### src/rtl/pc_fetch_if.sv
// Fetch-unit boundary signals: decode/branch controls in, instruction-memory request and status out.
interface pc_fetch_if;
    logic        stall;
    logic        flow_change;
    logic [31:0] br_addr;
    logic        imem_rdy;
    logic        imem_req;
    logic [31:0] imem_addr;
    logic [31:0] pc_IF;
    logic [31:0] pc_plus4;
    logic        flush;
    logic        misalign_trap;
    logic [31:0] trap_addr;

    modport master (
        input  stall, flow_change, br_addr, imem_rdy,
        output imem_req, imem_addr, pc_IF, pc_plus4, flush, misalign_trap, trap_addr
    );

    modport slave (
        output stall, flow_change, br_addr, imem_rdy,
        input  imem_req, imem_addr, pc_IF, pc_plus4, flush, misalign_trap, trap_addr
    );
endinterface

### src/rtl/pc_fetch_unit.sv
// Fetch-stage PC generator: sequential +4 fetch with imem handshake, redirects with
// IF/ID flush bubbles, and a sticky trap on misaligned redirect targets.
module pc_fetch_unit #(
    parameter logic [31:0] RESET_PC     = 32'h0000_0000,
    parameter int unsigned FLUSH_CYCLES = 2
) (
    input logic        clk,
    input logic        rst,
    pc_fetch_if.master bus
);
    typedef enum logic [1:0] {BOOT, FETCH, TRAP} state_t;

    localparam logic [2:0] FLUSH_LOAD = 3'(FLUSH_CYCLES);

    state_t      state, state_nxt;
    logic [31:0] pc, pc_nxt;
    logic [31:0] pc_if, pc_if_nxt;
    logic [31:0] trap_addr, trap_addr_nxt;
    logic [2:0]  flush_cnt, flush_cnt_nxt;
    logic        trap, trap_nxt;
    logic        redirect, misaligned, accept;

    // Redirects are honoured in BOOT and FETCH; once trapped only rst gets us out.
    assign redirect   = bus.flow_change && (state != TRAP);
    assign misaligned = (bus.br_addr[1:0] != 2'b00);
    assign accept     = (state == FETCH) && bus.imem_rdy && !bus.stall && !redirect;

    always_ff @(posedge clk) begin
        if (rst) begin
            state     <= BOOT;
            pc        <= RESET_PC;
            pc_if     <= RESET_PC;
            trap      <= 1'b0;
            trap_addr <= 32'h0;
            flush_cnt <= 3'd0;
        end else begin
            state     <= state_nxt;
            pc        <= pc_nxt;
            pc_if     <= pc_if_nxt;
            trap      <= trap_nxt;
            trap_addr <= trap_addr_nxt;
            flush_cnt <= flush_cnt_nxt;
        end
    end

    always_comb begin
        state_nxt     = state;
        pc_nxt        = pc;
        pc_if_nxt     = pc_if;
        trap_nxt      = trap;
        trap_addr_nxt = trap_addr;
        flush_cnt_nxt = (flush_cnt != 3'd0) ? flush_cnt - 3'd1 : 3'd0;

        case (state)
            BOOT:    state_nxt = FETCH;
            FETCH:   state_nxt = FETCH;
            TRAP:    state_nxt = TRAP;
            default: state_nxt = BOOT;
        endcase

        // A redirect overrides any pending request, even one stalled or not yet accepted.
        if (redirect && misaligned) begin
            state_nxt     = TRAP;
            trap_nxt      = 1'b1;
            trap_addr_nxt = bus.br_addr;
        end else if (redirect) begin
            pc_nxt        = bus.br_addr;
            flush_cnt_nxt = FLUSH_LOAD;
        end else if (accept) begin
            pc_if_nxt = pc;
            pc_nxt    = pc + 32'd4;
        end
    end

    assign bus.imem_req      = (state == FETCH);
    assign bus.imem_addr     = pc;
    assign bus.pc_IF         = pc_if;
    assign bus.pc_plus4      = pc_if + 32'd4;
    assign bus.flush         = (flush_cnt != 3'd0) || (state == TRAP);
    assign bus.misalign_trap = trap;
    assign bus.trap_addr     = trap_addr;
endmodule

### src/flat_wrapper.sv
// flat-port wrapper written by rule: the top's interface ports become plain ports
module pc_fetch_unit_flat 
#(
    parameter logic [31:0] RESET_PC     = 32'h0000_0000,
    parameter int unsigned FLUSH_CYCLES = 2
)
  (clk, rst, bus_stall, bus_flow_change, bus_br_addr, bus_imem_rdy, bus_imem_req, bus_imem_addr, bus_pc_IF, bus_pc_plus4, bus_flush, bus_misalign_trap, bus_trap_addr);
  pc_fetch_if bus_i ();
  input logic clk;
  input logic rst;
  input wire logic [$bits(bus_i.stall)-1:0] bus_stall;
  input wire logic [$bits(bus_i.flow_change)-1:0] bus_flow_change;
  input wire logic [$bits(bus_i.br_addr)-1:0] bus_br_addr;
  input wire logic [$bits(bus_i.imem_rdy)-1:0] bus_imem_rdy;
  output wire logic [$bits(bus_i.imem_req)-1:0] bus_imem_req;
  output wire logic [$bits(bus_i.imem_addr)-1:0] bus_imem_addr;
  output wire logic [$bits(bus_i.pc_IF)-1:0] bus_pc_IF;
  output wire logic [$bits(bus_i.pc_plus4)-1:0] bus_pc_plus4;
  output wire logic [$bits(bus_i.flush)-1:0] bus_flush;
  output wire logic [$bits(bus_i.misalign_trap)-1:0] bus_misalign_trap;
  output wire logic [$bits(bus_i.trap_addr)-1:0] bus_trap_addr;
  assign bus_i.stall = bus_stall;
  assign bus_i.flow_change = bus_flow_change;
  assign bus_i.br_addr = bus_br_addr;
  assign bus_i.imem_rdy = bus_imem_rdy;
  assign bus_imem_req = bus_i.imem_req;
  assign bus_imem_addr = bus_i.imem_addr;
  assign bus_pc_IF = bus_i.pc_IF;
  assign bus_pc_plus4 = bus_i.pc_plus4;
  assign bus_flush = bus_i.flush;
  assign bus_misalign_trap = bus_i.misalign_trap;
  assign bus_trap_addr = bus_i.trap_addr;
  pc_fetch_unit #(.RESET_PC(RESET_PC), .FLUSH_CYCLES(FLUSH_CYCLES)) u_core (.clk(clk), .rst(rst), .bus(bus_i));
endmodule
### config.mk
export PLATFORM = sky130hd
export DESIGN_NAME = pc_fetch_unit_flat
export DESIGN_NICKNAME = d
export VERILOG_FILES = /design/src/rtl/pc_fetch_if.sv /design/src/rtl/pc_fetch_unit.sv /design/src/flat_wrapper.sv
export SDC_FILE = /design/constraint.sdc
export NUM_CORES = 1
export LEC_CHECK = 0
export ABC_CLOCK_PERIOD_IN_PS = 4030
export CAP_MARGIN = 20
export CORE_MARGIN = 2
export CORE_UTILIZATION = 45
export CTS_CLUSTER_DIAMETER = 80
export DETAILED_ROUTE_END_ITERATION = 8
export GPL_ROUTABILITY_DRIVEN = 0
export PLACE_DENSITY = 0.9
export SLEW_MARGIN = 5
export SYNTH_ARGS = -nofsm -noshare
export SYNTH_HDL_FRONTEND = slang
export SYNTH_SLANG_ARGS = --single-unit
### constraint.sdc
create_clock -name clk -period 4.03 [get_ports clk]
set_input_delay 1.209 -clock clk [delete_from_list [all_inputs] [get_ports clk]]
set_output_delay 1.209 -clock clk [all_outputs]
set_load 0.01 [all_outputs]
Word level (Yosys, flattened, before mapping)
Index checks and enable logic that the tools add are counted.
- logic and storage cells: 38
- bits in registers: 102
- output and inout port bits: 131
- bits of input ports: 37
- bitwise logic cells: 2
- add/sub/neg operators: 3
- reductions and logical operators: 16
- eq/ne operators: 3
- mux-type cells: 7
- operator list (operator ; count):
    adder 32 x 3 -> 32 bit, second input constant ; 2
    2-to-1 mux 32 bit ; 2
    2-to-1 mux 3 bit ; 3
    logical AND 1 bit ; 5
    case mux 2 bit (2 select lines) ; 1
    nonzero test 2 bit ; 2
    OR reduction 2 bit ; 2
    AND reduction 3 bit ; 1
    nonzero test 3 bit ; 1
    subtractor 3 x 1 -> 3 bit, second input constant ; 1
    == test 2 x 1 -> 1 bit, second input constant ; 1
    == test 2 bit, second input constant ; 1
    zero test 1 bit ; 2
    zero test 2 bit ; 1
    2-to-1 mux 2 bit ; 1
    inequality test 2 bit, second input constant ; 1
    inverter 1 bit ; 2
    AND reduction 2 bit ; 1
    logical OR 1 bit ; 1

Longest topological paths before layout
- depth after elaboration: 6
- gate-level depth with buffers: 8

Worst setup path after synthesis
No wires, ideal clock.
- path type: register to output
- from: register u_core.pc_if[2] (netlist: u_core.bus.pc_IF[2])
- to: output bus_pc_plus4[30]
- stages on the path, launching flop included: 7
- required time: 2.821 ns
- setup slack: 1.177 ns
- data arrival time: 1.644 ns
- cell sequence: dfxtp_1 ha_1 nand3_1 nor2_1 nand2_1 nor4_1 xor2_1
- cells in the longest elaborated chain, start to end: 1
- RTL lines (element ; line ; source):
    start, declared ; pc_fetch_unit.sv:17 ; logic [31:0] pc_if, pc_if_nxt;
    start signal, assigned ; pc_fetch_unit.sv:39 ; pc_if <= pc_if_nxt;
    adder 32 x 3 -> 32 bit ; pc_fetch_unit.sv:78 ; assign bus.pc_plus4 = pc_if + 32'd4;
    end, declared ; flat_wrapper.sv:18 ; output wire logic [$bits(bus_i.pc_plus4)-1:0] bus_pc_plus4;
No other way between the ends.

Worst setup path after layout
- from: register u_core.pc_if[9] (netlist: u_core.bus.pc_IF[9])
- to: output bus_pc_plus4[31]
Same word-level chain as after synthesis.

==> flow_summary.json <==
{
  "crit_type": "flip-flop to primary output",
  "cts_tree": "yes",
  "start_util_pct": 45.7,
  "finalNetCount": 827,
  "gr-usage-met2_pct": 37.4,
  "grt.total_usage_pct": 24.7,
  "drtIter0Drc": 639,
  "setup_viol": 0,
  "synthArstFlopShare_pct": 0,
  "cp_top_family": "simple AND/OR/NAND/NOR gates",
  "root_buffer": "clkbuf_8",
  "dpl_worst_slack_ps": 488,
  "tns_ps": 0,
  "coreArea_mm2": 0.0108,
  "cts_buffer_depth": 2,
  "tightest_slew_ps": 788,
  "synth_seq_area_share_pct": 41.4,
  "multiInputGateArea_mm2": 0.00270,
  "antenna_found_initial": 0,
  "seqCellArea_mm2": 0.00204,
  "peakVddDrop_mv": 0.219,
  "drive_gt1_share_pct": 5.55,
  "synth_fp_nets": 685,
  "dieHeight_um": 109,
  "clkSinkCount": 102,
  "drt_wl_total_um": 14700,
  "clk_latency_ps": 370,
  "rsz0062_at_grt": "no",
  "gr-total-overflow": 0,
  "die_w_um": 109,
  "h-tree-depth": 3,
  "clk_pin_slew_worst_paths_ps": 100,
  "synth-edff-count": 0,
  "hp-class": "flip-flop to flip-flop",
  "drt_pre_antenna_iters": 5,
  "cp_max_fo": 7,
  "crit_chain": "nand4_1 -> nor2_1 -> nand2_1 -> nor4_1 -> xor2_1 -> clkdlybuf4s50_1",
  "worst_setup_path_end_kind": "primary output",
  "drv_slew": 0,
  "drc_errors": 0,
  "netlist_top_cells_count": "159 x nand2_1, 102 x dfxtp_1, 86 x a21oi_1",
  "grt_pass1_vias": 4570,
  "busiest_layer": "met2",
  "clock_skew_ps": 14.8,
  "routed_via_density": 5.62,
  "cp.required_ps": 2820,
  "ant_nets": 0,
  "status": "complete, no violations",
  "die_area_mm2": 0.0118,
  "syn2layout_area_growth_pct": 39.0,
  "synth_top_area_share_pct": 41.4,
  "fin_crit_ps": 3760,
  "hold_slack_ps": 454,
  "num_antenna_cells": 0,
  "synthCells": 646,
  "hpwl_um": 10700,
  "setup_ws_ps": 271,
  "io_buffers": 167,
  "hold_viol": 0,
  "met1_usage_pct": 34.6,
  "critPathBufInv": 1,
  "powerDensity_mw_per_mm2": 289,
  "synth_area_leaders": "dfxtp_1 41%, nand2_1 12%, a21oi_1 8.7%, nor2_1 3.2%, xnor2_1 2.8%",
  "timing.final.crit_share_pct": 93.3,
  "grt_pass1_wl_um": 23400,
  "met3_usage_pct": 6.69,
  "fmax_mhz": 266,
  "synth_area_per_cell_um2": 7.64,
  "finish.instance_area_mm2": 0.00686,
  "max_cap_viol_count": 0,
  "io-pin-count": 168,
  "crit_path_start_kind": "flip-flop",
  "p_leak_nw": 2.41,
  "place_area_mm2": 0.00668,
  "yosysWarnings": 0,
  "finalPower_w": 0.00198,
  "routedWlPerCell_um": 15.8,
  "tritoncts.num_buffers": 9,
  "crit_slowest_cell": "clkdlybuf4s50_1",
  "row_count": 38,
  "synth_area_mm2": 0.00494,
  "grt_start_max_net_pins": 54,
  "vias": 5244,
  "arrival_ps": 2550,
  "ctsHoldBuffers": 0,
  "synthDistinctLibCells": 50,
  "synth_top_area_cell": "dfxtp_1",
  "fill_cells": 963,
  "synth.most_common_cell": "nand2_1",
  "synth_seq_cells": 102,
  "maxSlewHeadroom_pct": 47.3,
  "ys.flop_type": "dfxtp_1",
  "critical_path.max_stage_delay_ps": 550
}
[layout by cell type, fill, tap and decap left out, types with 13 or more instances in the layout]
cell type          n
nand3_1           25
dfxtp_1          102
a21oi_1           86
xor2_1            13
xnor2_1           16
and3_1            16
nor2_1            40
nand2_1          158
clkdlybuf4s50_1  166
nand4_1           15
[state kept, by name (all words and copies together) (netlist names)]
name                      cells
u_core.bus.imem_addr         32
u_core.bus.pc_IF             32
u_core.bus.trap_addr         32
u_core.flush_cnt              3
u_core.state                  2
u_core.bus.misalign_trap      1
[worst reg2reg max path, stage by stage (launching register included)]
cell and delay [ps]:
dfxtp_1 520, ha_1 300, nand3_4 140, nor4_4 670, nand3_2 120, mux2_1 330
a31oi_1 120
[routing by layer]
layer / part of all wire (%) / routed length (µm) / vias up
met5: 0 / 0 / -
met4: 1.9 / 284 / 0
met3: 9.5 / 1410 / 32
met2: 44 / 6540 / 267
met1: 44 / 6500 / 2400
li1: - / - / 2545
[stage by stage]
| stage | utilization (%) | std cells |
|---|---|---|
| floorplan | - | 646 |
| finish | 63.6 | 933 |
| CTS | 63.4 | 933 |
| global placement | 61.8 | 917 |
| global route | 63.6 | 933 |
| detailed placement | 61.8 | 917 |
[cell type report]
class                   instances  area share [%]
clock buffers                  10            1.86
clock inverters                 6           0.638
inverters                       7           0.383
multi-input cells             491            39.4
flip-flops and latches        102            29.8
well taps                     140            2.55
repair buffers                177            25.4
[worst paths after layout]
| check | from | endpoint | slack, ps | cells after the start |
|---|---|---|---|---|
| setup / recovery | u_core.bus.pc_IF[9] | bus_pc_plus4[31] | 270 | 6 |
| hold / removal | u_core.state[1] | u_core.state[0] | 450 | 1 |
| setup reg to reg | u_core.bus.imem_addr[2] | u_core.bus.imem_addr[26] | 1780 | 6 |
| hold reg to reg | u_core.state[1] | u_core.state[0] | 450 | 1 |
[logic make-up (layout without fill, tap and decap cells)]
logic type / count (synthesis) / in the layout / synth area share, %
XOR/XNOR: 29 / 29 / 5.15
AND/OR/NAND/NOR: 304 / 304 / 29.2
flip-flops: 102 / 102 / 41.4
multiplexers: 9 / 9 / 1.85
buffers and inverters: 53 / 200 / 4.41
AO/OA/AOI/OAI: 147 / 147 / 17.6
adder cells (fa/ha/maj): 2 / 2 / 0.507
[power breakdown]
| part | leakage (nW) | switching [W] | total [W] | internal [W] |
|---|---|---|---|---|
| Combinational | 1.49 | 0.000159 | 0.000304 | 0.000145 |
| Clock | 0.0875 | 0.000363 | 0.000593 | 0.000230 |
| Sequential | 0.829 | 0.0000425 | 0.00109 | 0.00105 |
[timing repair]
item	in CTS	in global routing
resized for setup	0	4
buffers inserted	0	0
endpoints found under the setup margin	0	4
No activity file was read; power rests on OpenSTA's default activity.
